### src/rtl/pump_mon_pkg.sv
// Shared types and constants for the pump command monitor.
package pump_mon_pkg;

    // Monitor supervisory state
    typedef enum logic [1:0] {
        NORMAL  = 2'd0,
        SUSPECT = 2'd1,
        ALARM   = 2'd2
    } mon_state_t;

    // Water level zone relative to the configured thresholds
    typedef enum logic [1:0] {
        LOW  = 2'd0,
        MID  = 2'd1,
        HIGH = 2'd2
    } zone_t;

    // Fault codes reported on fault_code
    localparam logic [1:0] FAULT_NONE = 2'b00;
    localparam logic [1:0] FAULT_DRY  = 2'b01;
    localparam logic [1:0] FAULT_OVF  = 2'b10;

endpackage

### src/rtl/pump_zone_classify.sv
// Combinational level-zone classifier and per-sample violation detect.
module pump_zone_classify
    import pump_mon_pkg::*;
#(
    parameter int LVL_W   = 8,
    parameter int LOW_TH  = 64,
    parameter int HIGH_TH = 192
) (
    input  logic [LVL_W-1:0] water_lvl,
    input  logic             pump1_ctrl,
    input  logic             pump2_ctrl,
    output zone_t            zone,
    output logic             dry,
    output logic             ovf
);

    localparam logic [LVL_W-1:0] LOW_V  = LVL_W'(LOW_TH);
    localparam logic [LVL_W-1:0] HIGH_V = LVL_W'(HIGH_TH);

    // Unsigned threshold compare into LOW / MID / HIGH
    always_comb begin
        zone = MID;
        if (water_lvl < LOW_V) begin
            zone = LOW;
        end else if (water_lvl >= HIGH_V) begin
            zone = HIGH;
        end
    end

    // Dry-run: low level with no pump filling; overflow: high level with any pump on
    always_comb begin
        dry = (zone == LOW)  && !pump1_ctrl && !pump2_ctrl;
        ovf = (zone == HIGH) && (pump1_ctrl || pump2_ctrl);
    end

endmodule

### src/rtl/pump_cmd_monitor.sv
// Pump command monitor: flags PLC pump commands inconsistent with the
// water level once they persist for GRACE_CYC samples, latches an alarm
// with a fault code and counts confirmed violations.
// Optional feature macro: PUMP_MON_OVERRIDE_EN (force safe pump drive in ALARM).
module pump_cmd_monitor
    import pump_mon_pkg::*;
#(
    parameter int LVL_W     = 8,
    parameter int LOW_TH    = 64,
    parameter int HIGH_TH   = 192,
    parameter int GRACE_CYC = 16,
    parameter int CNT_W     = 8
) (
    input  logic             CLK100MHZ,
    input  logic             rst_n,
    input  logic [LVL_W-1:0] water_lvl,
    input  logic             pump1_ctrl,
    input  logic             pump2_ctrl,
    input  logic             alarm_clr,
    output logic             alarm,
    output logic [1:0]       fault_code,
    output logic [CNT_W-1:0] violation_cnt,
    output logic             safe_pump1,
    output logic             safe_pump2
);

    localparam int GW = $clog2(GRACE_CYC) + 1;
    localparam logic [GW-1:0] GRACE_LAST = GW'(GRACE_CYC - 1);

    zone_t            zone;
    logic             dry;
    logic             ovf;
    logic             viol;

    mon_state_t       state_q, state_d;
    logic [GW-1:0]    grace_q, grace_d;
    logic [1:0]       fault_d;
    logic [CNT_W-1:0] cnt_d;
    logic             sp1_d, sp2_d;

    pump_zone_classify #(
        .LVL_W   (LVL_W),
        .LOW_TH  (LOW_TH),
        .HIGH_TH (HIGH_TH)
    ) u_zone (
        .water_lvl  (water_lvl),
        .pump1_ctrl (pump1_ctrl),
        .pump2_ctrl (pump2_ctrl),
        .zone       (zone),
        .dry        (dry),
        .ovf        (ovf)
    );

    // Violation for this sample; MID never counts
    always_comb begin
        viol = (zone != MID) && (dry || ovf);
    end

    // Next-state, grace window, fault latch, counter and pump drive
    always_comb begin
        state_d = state_q;
        grace_d = grace_q;
        fault_d = fault_code;
        cnt_d   = violation_cnt;
        sp1_d   = pump1_ctrl;
        sp2_d   = pump2_ctrl;

        case (state_q)
            NORMAL: begin
                if (viol) begin
                    state_d = SUSPECT;
                    grace_d = GW'(1);
                end
            end
            SUSPECT: begin
                if (!viol) begin
                    state_d = NORMAL;
                    grace_d = '0;
                end else if (grace_q == GRACE_LAST) begin
                    state_d = ALARM;
                    fault_d = dry ? FAULT_DRY : FAULT_OVF;
                    if (violation_cnt != '1) begin
                        cnt_d = violation_cnt + CNT_W'(1);
                    end
                end else begin
                    grace_d = grace_q + GW'(1);
                end
            end
            ALARM: begin
                if (alarm_clr && !viol) begin
                    state_d = NORMAL;
                    fault_d = FAULT_NONE;
                    grace_d = '0;
                end
            end
            default: begin
                state_d = NORMAL;
                grace_d = '0;
                fault_d = FAULT_NONE;
            end
        endcase

`ifdef PUMP_MON_OVERRIDE_EN
        // Keyed on the next state so the force tracks alarm edge for edge
        if (state_d == ALARM) begin
            sp1_d = (fault_d == FAULT_DRY);
            sp2_d = 1'b0;
        end
`endif
    end

    // State and output registers
    always_ff @(posedge CLK100MHZ or negedge rst_n) begin
        if (!rst_n) begin
            state_q       <= NORMAL;
            grace_q       <= '0;
            alarm         <= 1'b0;
            fault_code    <= FAULT_NONE;
            violation_cnt <= '0;
            safe_pump1    <= 1'b0;
            safe_pump2    <= 1'b0;
        end else begin
            state_q       <= state_d;
            grace_q       <= grace_d;
            alarm         <= (state_d == ALARM);
            fault_code    <= fault_d;
            violation_cnt <= cnt_d;
            safe_pump1    <= sp1_d;
            safe_pump2    <= sp2_d;
        end
    end

endmodule

### config.mk
export PLATFORM = sky130hd
export DESIGN_NAME = pump_cmd_monitor
export DESIGN_NICKNAME = d
export VERILOG_FILES = /design/src/rtl/pump_mon_pkg.sv /design/src/rtl/pump_zone_classify.sv /design/src/rtl/pump_cmd_monitor.sv
export SDC_FILE = /design/constraint.sdc
export NUM_CORES = 1
export LEC_CHECK = 0
export BUFFER_PORTS_ARGS = -buffer_cell sky130_fd_sc_hd__buf_2
export CORE_ASPECT_RATIO = 0.9
export CORE_MARGIN = 2
export CORE_UTILIZATION = 30
export DETAILED_ROUTE_END_ITERATION = 12
export PLACE_DENSITY = 0.52
export SYNTH_ARGS = -nofsm -noshare
export SYNTH_HDL_FRONTEND = slang
export SYNTH_HIERARCHICAL = 1
export SYNTH_SLANG_ARGS = --single-unit
### constraint.sdc
create_clock -name CLK100MHZ -period 2.39 [get_ports CLK100MHZ]
set_clock_uncertainty 0.15 [all_clocks]
set_input_delay 0.239 -clock CLK100MHZ [delete_from_list [all_inputs] [get_ports CLK100MHZ]]
set_output_delay 0.239 -clock CLK100MHZ [all_outputs]
set_load 0.005 [all_outputs]
# Word level (Yosys, flattened, before mapping)
# Index checks and enable logic that the tools add are counted.
[classes] n_eq_ne=12 n_reduce_logical=15 addsub=2 n_lt_le_gt_ge=2 muxes=17 bitwise_logic=1
[op_table] cell="2-bit two-way mux" n=10
[op_table] cell="5-bit two-way mux" n=4
[op_table] cell="5-bit case mux with 3 select lines" n=1
[op_table] cell="2-bit case mux with 3 select lines" n=2
[op_table] cell="8-bit by 1-bit adder with 8-bit output (second input constant)" n=1
[op_table] cell="8-bit >= comparator (second input constant)" n=1
[op_table] cell="8-bit by 7-bit less-than comparator with 1-bit output (second input constant)" n=1
[op_table] cell="2-bit != test (second input constant)" n=4
[op_table] cell="8-bit != test (second input constant)" n=1
[op_table] cell="4-bit AND reduction" n=2
[op_table] cell="2-bit == test (second input constant)" n=3
[op_table] cell="5-bit by 1-bit adder with 5-bit output (second input constant)" n=1
[op_table] cell="5-bit by 4-bit == test with 1-bit output (second input constant)" n=1
[op_table] cell="1-bit logical AND" n=5
[op_table] cell="2-bit logical NOT" n=2
[op_table] cell="1-bit logical NOT" n=3
[op_table] cell="3-bit != test (second input constant)" n=1
[op_table] cell="3-bit AND reduction" n=1
[op_table] cell="2-bit by 1-bit == test with 1-bit output (second input constant)" n=1
[op_table] cell="1-bit logical OR" n=2
[op_table] cell="2-bit by 1-bit != test with 1-bit output (second input constant)" n=1
[op_table] cell="1-bit NOT" n=1
[word_totals] out_inout_bits=13 wordCells=56 reg_bits=20

# Logic depth before layout (Yosys ltp)
[depth] depth_word=13 mapped_depth=8

# By module
# The synthesis kept the hierarchy.
[by_module_without_submodules] mod="pump_cmd_monitor" instances=1 seq_area_each_um2=500.5 area_each_um2=1012.2 cells_per_inst=90
[by_module_without_submodules] mod="pump_zone_classify" instances=1 seq_area_each_um2=0.0 area_each_um2=52.6 cells_per_inst=6

# Least setup slack after synthesis
# No wires, ideal clock.
[synth_path] kind="reg-to-reg" start="register grace_q[0]" end="register violation_cnt[1]" arrival_time_ns=2.078 n_path_buf=1 path_slack_ns=0.037 stages_incl_launch_ff=9 path_cell_list="dfrtp_1 ha_1 and3_1 ha_1 nand2_1 or4_4 buf_6 nor2_1 mux2_2"
[synth_via] elab_chain_cells=2
[synth_lines] item="start, declared" line="pump_cmd_monitor.sv:36" rtl="logic [GW-1:0] grace_q, grace_d;"
[synth_lines] item="start signal, assigned" line="pump_cmd_monitor.sv:124" rtl="grace_q <= grace_d;"
[synth_lines] item="5-bit by 4-bit == test with 1-bit output" line="pump_cmd_monitor.sv:79" rtl="end else if (grace_q == GRACE_LAST) begin"
[synth_lines] item="4-bit AND reduction (no line)"
[synth_lines] item="end signal, assigned" line="pump_cmd_monitor.sv:127" rtl="violation_cnt <= cnt_d;"
[synth_lines] item="end, declared" line="pump_cmd_monitor.sv:22" rtl="output logic [CNT_W-1:0] violation_cnt,"
# Every way passes these cells.
# A chain may end at the register's enable or synchronous reset.

# Worst setup path after layout
[layout_path] start="register grace_q[1]" end="register violation_cnt[5]"
# Same word-level chain as after synthesis.

==> reports/results.ini <==
[routing]
dr_total_vias=800
routedWlPerCell_um=11.9
vias_per_cell=4.65
dr.first_iter.drc_count=19
ant_nets=0
routed_wl_mm=2.06
dr.pass1.iters=4
drc_errors=0

[power]
p_per_area_mw_per_mm2=544
ir_drop_v=0.000443
p_total_uw=769
leakagePower_nw=0.670

[worst_setup_path]
crit_family=simple AND/OR/NAND/NOR gates
start_kind=flop
cp_max_fo=7
crit_slowest_cell=or4_4
crit_chain=ha_2 -> and3_4 -> ha_4 -> nand2_2 -> or4_4 -> nor4_2 -> xor2_1
crit_type=flop to flop
slowest_delay_ps=610
critPathCaptureType=flop
crit_arrival_ps=2330
path_buf_inv=0
cp.required_ps=2430

[global_routing]
gr-usage-all-layers_pct=11.2
antenna_found_initial=0
first_global_vias=796
grt_max_degree=21
grt_pass1_wl_mm=3.38
grt_overflow_total=0

[yosys]
ys.flop_type=dfrtp_1
synth_edf_count=0
syn_area_per_cell_sq_um=11.1
yosysWarnings=6
yosysSeqAreaShare_pct=47.0
ys_async_sr_fraction_pct=100
syn-cell-area_sq_mm=0.00106
synth_cells=96
ys_types=35
ys_ff_latch=20
synth_fp_nets=114

[sta]
period_share_pct=96.1
finalHoldViolCount=0
slew_violations=0
fmax_ghz=0.436
tightest_slew_ps=477
slew-limit-headroom_pct=68.2
period_minus_slack_ps=2300
finalSetupViolCount=0
whs_ps=253
fin_tns_setup_ps=0

[layout]
diodes=0
syn2layout_area_growth_pct=32.8
final_nets=147
drive_above_1_share_pct=35.2
final_cells=172

[hold_path]
hold_class=input pin to flop

[cts]
clockRootBuffer=clkbuf_8
cts-buffers-inserted=3
clk_latency_ps=250
htreeDepth=1
clk_pin_slew_ps=70
clock_path_buffers=2
cts_num_sinks=20
cts_tree=done

[die]
io-pin-count=26
die_h_um=60.5
dieWidth_um=66.8
core-area_sq_mm=0.00338
die_area_sq_mm=0.00404
start_util_pct=31.5
rows=20

[run]
maxCapViolations=0

[placement]
placedCellCount=164
dp.final_hpwl_mm=1.45
port-buffer-count=19
gp_congestion=0.752

[status]
run_status=completed

==> synthesized netlist by cell type (all sizes together), types with 2 or more instances <==
cell type / n / area (sq um)
dfrtp: 20 / 500
inv: 8 / 30.0
xor2: 8 / 70.1
ha: 5 / 62.6
mux2i: 4 / 40.0
nand2: 4 / 15.0
nor4: 4 / 37.5
o21ai: 4 / 20.0
buf: 3 / 23.8
nand3: 3 / 15.0
nor2: 3 / 11.3
nor3: 3 / 15.0
nor3b: 3 / 27.5
o2bb2ai: 3 / 26.3
a21o: 2 / 15.0
a21oi: 2 / 10.0
and4: 2 / 17.5
nor4b: 2 / 30.0
==> per-layer routing <==
metal	up-vias	share of wire, %	global-route usage [%]
li1	407	-	-
met1	373	46	13.8
met2	18	48	18.9
met3	2	4.8	3.90
met4	0	0.49	3.21
met5	-	0	0
==> worst reg2reg max path, cell delays in order (launching register included) <==
cell	delay, ps
dfrtp_1	380
ha_2	200
and3_4	200
ha_4	130
nand2_2	60
or4_4	620
nor4_2	340
xor2_1	160
==> cells in the final DEF (no fill, tap or decap), drive strengths merged, types with 2 or more instances in the layout <==
cell         count
and4             2
nor2             3
mux2i            4
o2bb2ai          3
xor2             8
inv              8
nor3b            3
clkbuf           3
a21o             2
nor4b            2
ha               5
nand2            4
o21ai            4
nand3            3
a21oi            2
dlygate4sd3      3
nor4             4
nor3             3
dfrtp           20
buf             28
==> logic make-up (layout without fill, tap and decap cells) <==
| group | after synthesis | count (layout) | synth area share (%) |
|---|---|---|---|
| compound gates | 16 | 16 | 10.2 |
| fa+ha+maj | 5 | 5 | 5.88 |
| mux | 5 | 5 | 4.82 |
| buf+inv | 11 | 43 | 5.05 |
| simple gates | 31 | 31 | 20.4 |
| flops | 20 | 20 | 47.0 |
| xor+xnor | 8 | 8 | 6.58 |
==> registers in the layout (all words and copies together), names as in the netlist <==
signal and cells:
violation_cnt 8, grace_q 5, fault_code 2, state_q 2, alarm 1, safe_pump1 1, safe_pump2 1
==> cell type report <==
class                           count  area (sq um)
Inverter                            8          30.0
Sequential cell                    20           500
Fill cell                         322          1960
Multi-Input combinational cell     65           564
Tap cell                           44          55.1
Timing Repair Buffer               31           193
Clock buffer                        3          41.3
Clock inverter                      1          30.0
==> worst paths after layout <==
| check | startpoint | to | slack (ps) | cells past startpoint |
|---|---|---|---|---|
| max in group asynchronous | rst_n | grace_q[3] | 1460 | 2 |
| hold / removal | alarm_clr | fault_code[0] | 250 | 3 |
| hold reg to reg | violation_cnt[6] | violation_cnt[6] | 340 | 1 |
| setup / recovery | grace_q[1] | violation_cnt[5] | 90 | 7 |
| min in group asynchronous | rst_n | violation_cnt[4] | 310 | 2 |
| setup reg to reg | grace_q[1] | violation_cnt[5] | 90 | 7 |
==> where the power goes <==
group | internal (mW) | switching, mW | leakage [nW]
logic | 0.0395 | 0.0395 | 0.377
clock network | 0.223 | 0.109 | 0.0357
registers | 0.349 | 0.00915 | 0.257
total | 0.611 | 0.157 | 0.670
==> through the flow <==
step                area (sq um)  utilization, %  setup WS [ps]
detailed placement          1250            37.0            125
global route                1410            41.9          -15.2
floorplan                   1060               -           36.9
finish                      1410            41.9           94.1
CTS                         1350            40.0           23.8
global placement            1250            37.0            144
==> what timing repair did <==
action | 4_1_cts | 5_1_grt
gates resized for setup | 0 | 10
setup endpoints to repair | 0 | 10
buffers inserted | 0 | 1
endpoints found under the hold margin | 22 | 0
hold buffers | 3 | 0
(Power assumes the default switching activity.)
